`src/rtl/alu_pipe.sv`:
```
// alu_pipe: two-stage pipelined ALU with valid/ready handshaking and backpressure on both sides.
// Define ALU_CARRY_CHAIN_EN to take the ADD_c/SUB_b carry from an internal sticky flag instead of cin.
module alu_pipe #(
    parameter int WIDTH = 4
) (
    input  logic             clk,
    input  logic             reset,
    input  logic             valid_in,
    output logic             in_ready,
    input  logic [WIDTH-1:0] a,
    input  logic [WIDTH-1:0] b,
    input  logic             cin,
    input  logic [3:0]       ctl,
    output logic             valid_out,
    input  logic             out_ready,
    output logic [WIDTH-1:0] alu,
    output logic             carry,
    output logic             zero,
    output logic             err
);
    typedef enum logic [3:0] {
        OP_SEL  = 4'd0,  OP_INC  = 4'd1,  OP_DEC  = 4'd2,  OP_ADD  = 4'd3,
        OP_ADDC = 4'd4,  OP_SUB  = 4'd5,  OP_SUBB = 4'd6,  OP_AND  = 4'd7,
        OP_OR   = 4'd8,  OP_XOR  = 4'd9,  OP_SHL  = 4'd10, OP_SHR  = 4'd11,
        OP_ROL  = 4'd12, OP_ROR  = 4'd13
    } op_e;

    localparam logic [WIDTH:0] ONE = {{WIDTH{1'b0}}, 1'b1};

    // Result packed as {err, carry, alu}; bit WIDTH of the (WIDTH+1)-bit result is the carry/borrow.
    function automatic logic [WIDTH+1:0] alu_op(input logic [WIDTH-1:0] x,
                                                input logic [WIDTH-1:0] y,
                                                input logic             c,
                                                input logic [3:0]       op);
        logic [WIDTH:0] xe, ye, ce, r;
        logic           e;
        xe = {1'b0, x};
        ye = {1'b0, y};
        ce = {{WIDTH{1'b0}}, c};
        r  = '0;
        e  = 1'b0;
        case (op)
            OP_SEL:  r = ye;
            OP_INC:  r = ye + ONE;
            OP_DEC:  r = ye - ONE;
            OP_ADD:  r = xe + ye;
            OP_ADDC: r = xe + ye + ce;
            OP_SUB:  r = xe - ye;
            OP_SUBB: r = xe - ye - ce;
            OP_AND:  r = xe & ye;
            OP_OR:   r = xe | ye;
            OP_XOR:  r = xe ^ ye;
            OP_SHL:  r = {x, 1'b0};
            OP_SHR:  r = {x[0], 1'b0, x[WIDTH-1:1]};
            OP_ROL:  r = {1'b0, x[WIDTH-2:0], x[WIDTH-1]};
            OP_ROR:  r = {1'b0, x[0], x[WIDTH-1:1]};
            default: e = 1'b1;
        endcase
        return {e, r};
    endfunction

    logic             vld_p1_q, vld_p1_d;
    logic [WIDTH-1:0] a_p1_q, b_p1_q;
    logic [3:0]       ctl_p1_q;
    logic             c_p1;
    logic [WIDTH+1:0] res_p1;
    logic             s1_load, s2_load;

    logic             vld_p2_q, vld_p2_d;
    logic [WIDTH-1:0] alu_p2_q;
    logic             carry_p2_q, zero_p2_q, err_p2_q;

    assign s2_load  = vld_p1_q && (!vld_p2_q || out_ready);
    assign in_ready = !reset && (!vld_p1_q || s2_load);
    assign s1_load  = valid_in && in_ready;

    always_comb begin
        vld_p1_d = vld_p1_q;
        if (s1_load)      vld_p1_d = 1'b1;
        else if (s2_load) vld_p1_d = 1'b0;
        vld_p2_d = vld_p2_q;
        if (s2_load)        vld_p2_d = 1'b1;
        else if (out_ready) vld_p2_d = 1'b0;
    end

    // ---- Stage 1: operand capture ----
    always_ff @(posedge clk) begin
        if (reset) vld_p1_q <= 1'b0;
        else       vld_p1_q <= vld_p1_d;
    end

    always_ff @(posedge clk) begin
        if (s1_load) begin
            a_p1_q   <= a;
            b_p1_q   <= b;
            ctl_p1_q <= ctl;
        end
    end

`ifdef ALU_CARRY_CHAIN_EN
    logic cflag_q, cflag_d;

    // The flag is written in S2-load order, so an ADD directly followed by ADD_c chains with no bubble.
    always_comb begin
        cflag_d = cflag_q;
        if (s2_load && (ctl_p1_q inside {OP_INC, OP_DEC, OP_ADD, OP_ADDC, OP_SUB, OP_SUBB, OP_SHL, OP_SHR}))
            cflag_d = res_p1[WIDTH];
    end

    always_ff @(posedge clk) begin
        if (reset) cflag_q <= 1'b0;
        else       cflag_q <= cflag_d;
    end

    assign c_p1 = cflag_q;
`else
    logic cin_p1_q;

    always_ff @(posedge clk) begin
        if (s1_load) cin_p1_q <= cin;
    end

    assign c_p1 = cin_p1_q;
`endif

    assign res_p1 = alu_op(a_p1_q, b_p1_q, c_p1, ctl_p1_q);

    // ---- Stage 2: compute and result register ----
    always_ff @(posedge clk) begin
        if (reset) begin
            vld_p2_q   <= 1'b0;
            alu_p2_q   <= '0;
            carry_p2_q <= 1'b0;
            zero_p2_q  <= 1'b0;
            err_p2_q   <= 1'b0;
        end else begin
            vld_p2_q <= vld_p2_d;
            if (s2_load) begin
                alu_p2_q   <= res_p1[WIDTH-1:0];
                carry_p2_q <= res_p1[WIDTH];
                zero_p2_q  <= (res_p1[WIDTH-1:0] == '0);
                err_p2_q   <= res_p1[WIDTH+1];
            end
        end
    end

    assign valid_out = vld_p2_q;
    assign alu       = alu_p2_q;
    assign carry     = carry_p2_q;
    assign zero      = zero_p2_q;
    assign err       = err_p2_q;
endmodule
```
`config.mk`:
```
export PLATFORM = sky130hd
export DESIGN_NAME = alu_pipe
export DESIGN_NICKNAME = d
export VERILOG_FILES = /design/src/rtl/alu_pipe.sv
export SDC_FILE = /design/constraint.sdc
export NUM_CORES = 1
export LEC_CHECK = 0
export ABC_CLOCK_PERIOD_IN_PS = 8700
export CAP_MARGIN = 25
export CORE_MARGIN = 3
export CORE_UTILIZATION = 55
export CTS_CLUSTER_DIAMETER = 150
export DETAILED_ROUTE_END_ITERATION = 12
export PLACE_DENSITY_LB_ADDON = 0.08
export SYNTH_ARGS = -nofsm -noshare
export SYNTH_HDL_FRONTEND = slang
export SYNTH_SLANG_ARGS = --single-unit
```
`constraint.sdc`:
```
create_clock -name clk -period 8.7 [get_ports clk]
set_input_delay 1.305 -clock clk [delete_from_list [all_inputs] [get_ports clk]]
set_output_delay 1.305 -clock clk [all_outputs]
set_load 0.02 [all_outputs]
```
Word level (Yosys, flattened, before mapping)
Cells that the tools add are included.
- bits in registers: 22
- output and inout bits: 9
- $add $sub $neg: 6
- equality and inequality tests: 13
- muxes and demuxes: 6
- bitwise gates (word level): 3
- reductions and logical operators: 13
- operators with widths (cell ; count):
    5-bit case mux with 14 select lines ; 1
    4-bit == test, second input constant ; 6
    4-bit by 3-bit == test with 1-bit output, second input constant ; 4
    14-bit OR reduction ; 1
    4-bit by 2-bit == test with 1-bit output, second input constant ; 2
    4-bit zero test ; 2
    4-bit by 1-bit adder with 5-bit output, second input constant ; 1
    4-bit by 4-bit adder with 5-bit output ; 1
    5-bit by 1-bit adder with 5-bit output ; 1
    1-bit 2-to-1 mux ; 5
    4-bit by 1-bit subtractor with 5-bit output, second input constant ; 1
    4-bit by 4-bit subtractor with 5-bit output ; 1
    5-bit by 1-bit subtractor with 5-bit output ; 1
    4-bit AND ; 1
    4-bit by 1-bit == test with 1-bit output, second input constant ; 1
    4-bit bitwise OR ; 1
    2-bit nonzero test ; 2
    4-bit XOR ; 1
    1-bit logical AND ; 3
    1-bit zero test ; 3
    1-bit logical OR ; 2

Depth between registers and ports, before layout
- depth after elaboration: 7
- mapped depth: 13

Least setup slack after synthesis
Ideal clock, no wire load.
- path type: input port to output port
- start: input port reset
- end: output port in_ready
- data arrival time: 1.868 ns
- path slack: 5.527 ns
- cell stages on the path: 2
- cell sequence: clkbuf_1 -> a21oi_1
- longest elaborated chain between the ends: 2
- ends and longest elaborated chain (item ; RTL line ; source):
    from (decl) ; 7 ; input logic reset,
    1-bit zero test ; 74 ; assign in_ready = !reset && (!vld_p1_q || s2_load);
    1-bit logical AND ; 74 ;
    to (decl) ; 9 ; output logic in_ready,
No other way between the ends.

Worst setup path after layout
Same ends and word-level chain as after synthesis.

==> results.txt <==
Status = complete, no violations
Worst Slack Setup Final = 4640 ps
ANT cells = 0
Worst r2r dst = zero
Reg2reg setup slack = 5270 ps
Share of the yosys chip area belonging to registers = 29.4%
Total core area = 0.00320 mm2
Fin crit share = 46.7%
Grt peak-use layer = met2
Largest net degree at the start of global routing = 23
I/O Buffers = 25
Syn nets = 256
Overall power = 0.000243 W
Die area = 0.00428 mm2
H-tree Lvls = 1
DR DRC count = 0
# setup viols final = 0
# rows = 20
Critical-path top delay cell = clkdlybuf4s50_1
Routed WL = 4.56 mm
Hold Path Class = reg -> reg
Die W = 65.4 um
Reg2reg start = b_p1_q[0]
Total GRT Usage = 24.2%
Post-synth EDFFs = 13
Unrepaired setup endpoints after global routing = false
Post-CTS setup buffers = 0
Fraction of registers with async set/reset = 0%
Synth area leaders = edfxtp_1 (20%), ha_1 (11%), dfxtp_1 (9.3%)
Worst EP required = 7390 ps
Worst-margin pin slew = 786 ps
Drt initial violations = 212
Worst-path cell chain = clkdlybuf4s50_1 > a21oi_1 > clkdlybuf4s50_1
Worst-path clk slew = 110 ps
Minimum clock period = 4060 ps
IO Count = 26
First-pass GRT wire length = 8.11 mm
Initial Util = 60.7%
Cells after Synth = 220
DRT Pass-1 Iters = 4
TritonCTS clock tree = yes
Grt ovf = 0
CTS root buf = clkbuf_4
Pre-CTS setup slack = 4670 ps
GP Congestion = 0.932
Mapped Area = 0.00194 mm2
Beginning of the worst hold path = zero
Max Cap Violations = 0
Yosys cell types = 48
Post-synth top area share = 20.1%
Switching power = 0.0000747 W
Crit path largest cell delay = 630 ps
Pwr dens = 110 mW/mm2
Clk sink count = 22
Area leader, netlist = edfxtp_1
Final hold violation count = 0
Post-route design area = 0.00220 mm2
Die Y = 65.4 um
Relative slew slack = 47.6%
Worst r2r path cells = 11
Crit path max fanout = 10
Synth-to-Final Area Change = 13.3%
Final nets = 274
WL/cell = 16.2 um
Antenna violations before repair = 0
Detailed placement HPWL = 3.56 mm
Hold-fix buffers, CTS = 0
Via count = 1681
CP startpoint kind = input pin
Share of cells above drive strength 1 = 4.22%
Sw frac = 30.8%
Fmax = 246 MHz
Clk_lat worst skew = 300 ps
Antenna-violating nets left = 0
Logic pwr share = 29.0%
CP dominant cell by count = clkdlybuf4s50_1
Yosys warning count = 0
Setup TNS = 0 ps
Int Power = 0.000168 W
Post-CTS sizing = 0
CP Class = in -> out
Clock share of power = 19.7%
Mean Syn Cell Area = 8.83 um2
Top_reg_cell synth = edfxtp_1
Number of global-route vias before repair = 1690
Synthesized flop and latch total = 22
GR Util met3 = 2.91%
Pleak = 0.864 nW
Crit path to = in_ready
TritonCTS Buffers = 3
WP data arrival = 2760 ps
VDD IR max = 76.9 uV
CP Launch Point = reset
Fin. max-slew vios = 0
Global Route met1 Usage = 33.7%
Clock skew = 12.6 ps
CP endpoint kind = primary output
Drt via density = 5.98
Placed cell areas = 0.00218 mm2
CTS max path bufs = 2
Seq pwr share = 51.2%
GR Util met2 = 39.4%
[metal layers]
layer | routed length (um) | vias up | share of wire [%]
met5 | 0 | - | 0
met4 | 63 | 0 | 1.4
met3 | 313 | 6 | 6.9
met2 | 2190 | 63 | 48
met1 | 1990 | 784 | 44
li1 | - | 828 | -
[cells in the mapped netlist, drive strengths merged, types with 3 or more instances]
cell type,n
nand3,8
o31ai,4
o21ai,6
edfxtp,13
xnor2,10
nor3,7
o22ai,4
a21oi,14
a2111oi,4
nor2b,6
and3,3
nand4,3
clkbuf,5
nor2,19
nand2,19
nand3b,3
mux2i,5
inv,18
ha,17
buf,7
and2,4
dfxtp,9
[worst max-delay path: cells and delay by family]
| kind | cells | cell delay (ps) |
|---|---|---|
| compound gates | 1 | 230 |
| buf+inv | 2 | 1220 |
[worst min path at each step]
stage                 to  cells past startpoint
6_report            zero                      2
5_1_grt              err                      2
4_1_cts             zero                      2
3_5_place_dp        zero                      2
3_3_place_gp        zero                      2
2_1_floorplan  valid_out                      2
[cells by family (layout without fill, tap and decap cells)]
logic type                 count (synthesis)  in the layout  synth area share (%)
AOI/OAI and AO/OA                         48             48                  17.8
xor gates and xnor gates                  13             13                  7.28
adders and majority gates                 19             19                  13.0
buffers and inverters                     30             47                  7.21
DFF                                       22             22                  29.4
muxes                                      5              5                  2.58
and+or+nand+nor                           83             83                  22.8
[area by class of cell]
class	instances	area, um2
multi-input combinational	168	1230
fill	297	1000
sequential	22	571
timing repair buffer	25	250
inverter	18	67.6
tap	44	55.1
clock buffer	4	26.3
[stage by stage]
| stage | cells | hold WS (ps) | util [%] |
|---|---|---|---|
| 3_3_place_gp | 277 | 442 | 67.9 |
| 4_1_cts | 281 | 471 | 68.8 |
| 5_1_grt | 281 | 499 | 68.8 |
| 2_1_floorplan | 220 | 496 | - |
| 6_report | 281 | 470 | 68.8 |
| 3_5_place_dp | 277 | 454 | 67.9 |
[state kept, by name, indices dropped and copies added (netlist names)]
register / count
b_p1_q: 4
alu: 4
err: 1
c_p1: 1
vld_p1_q: 1
ctl_p1_q: 4
carry: 1
valid_out: 1
zero: 1
a_p1_q: 4
[cells in the final DEF (no fill, tap or decap), types with 3 or more instances in the layout]
cell / Yosys / layout
o21ai_0: 6 / 6
xnor2_1: 10 / 10
nor2_1: 19 / 19
clkbuf_4: 0 / 3
nand3b_1: 3 / 3
and2_1: 4 / 4
a2111oi_0: 3 / 3
nand3_1: 8 / 8
inv_1: 18 / 18
nand4_1: 3 / 3
edfxtp_1: 13 / 13
o22ai_1: 4 / 4
nand2_1: 19 / 19
clkdlybuf4s50_1: 0 / 25
nor3_1: 7 / 7
dfxtp_1: 9 / 9
nor2b_1: 6 / 6
mux2i_1: 5 / 5
o31ai_1: 3 / 3
ha_1: 17 / 17
a21oi_1: 14 / 14
[power by group through the flow]
stage / sequential [W] / combinational [W] / clock [W]
after floorplan: 0.000124 / 0.0000494 / 0
after global placement: 0.000126 / 0.0000685 / 0
after detailed placement: 0.000127 / 0.0000696 / 0
after CTS: 0.000124 / 0.0000701 / 0.0000501
after global routing: 0.000126 / 0.0000786 / 0.0000546
final: 0.000124 / 0.0000705 / 0.0000479
Power figures use the tool's default switching activity.
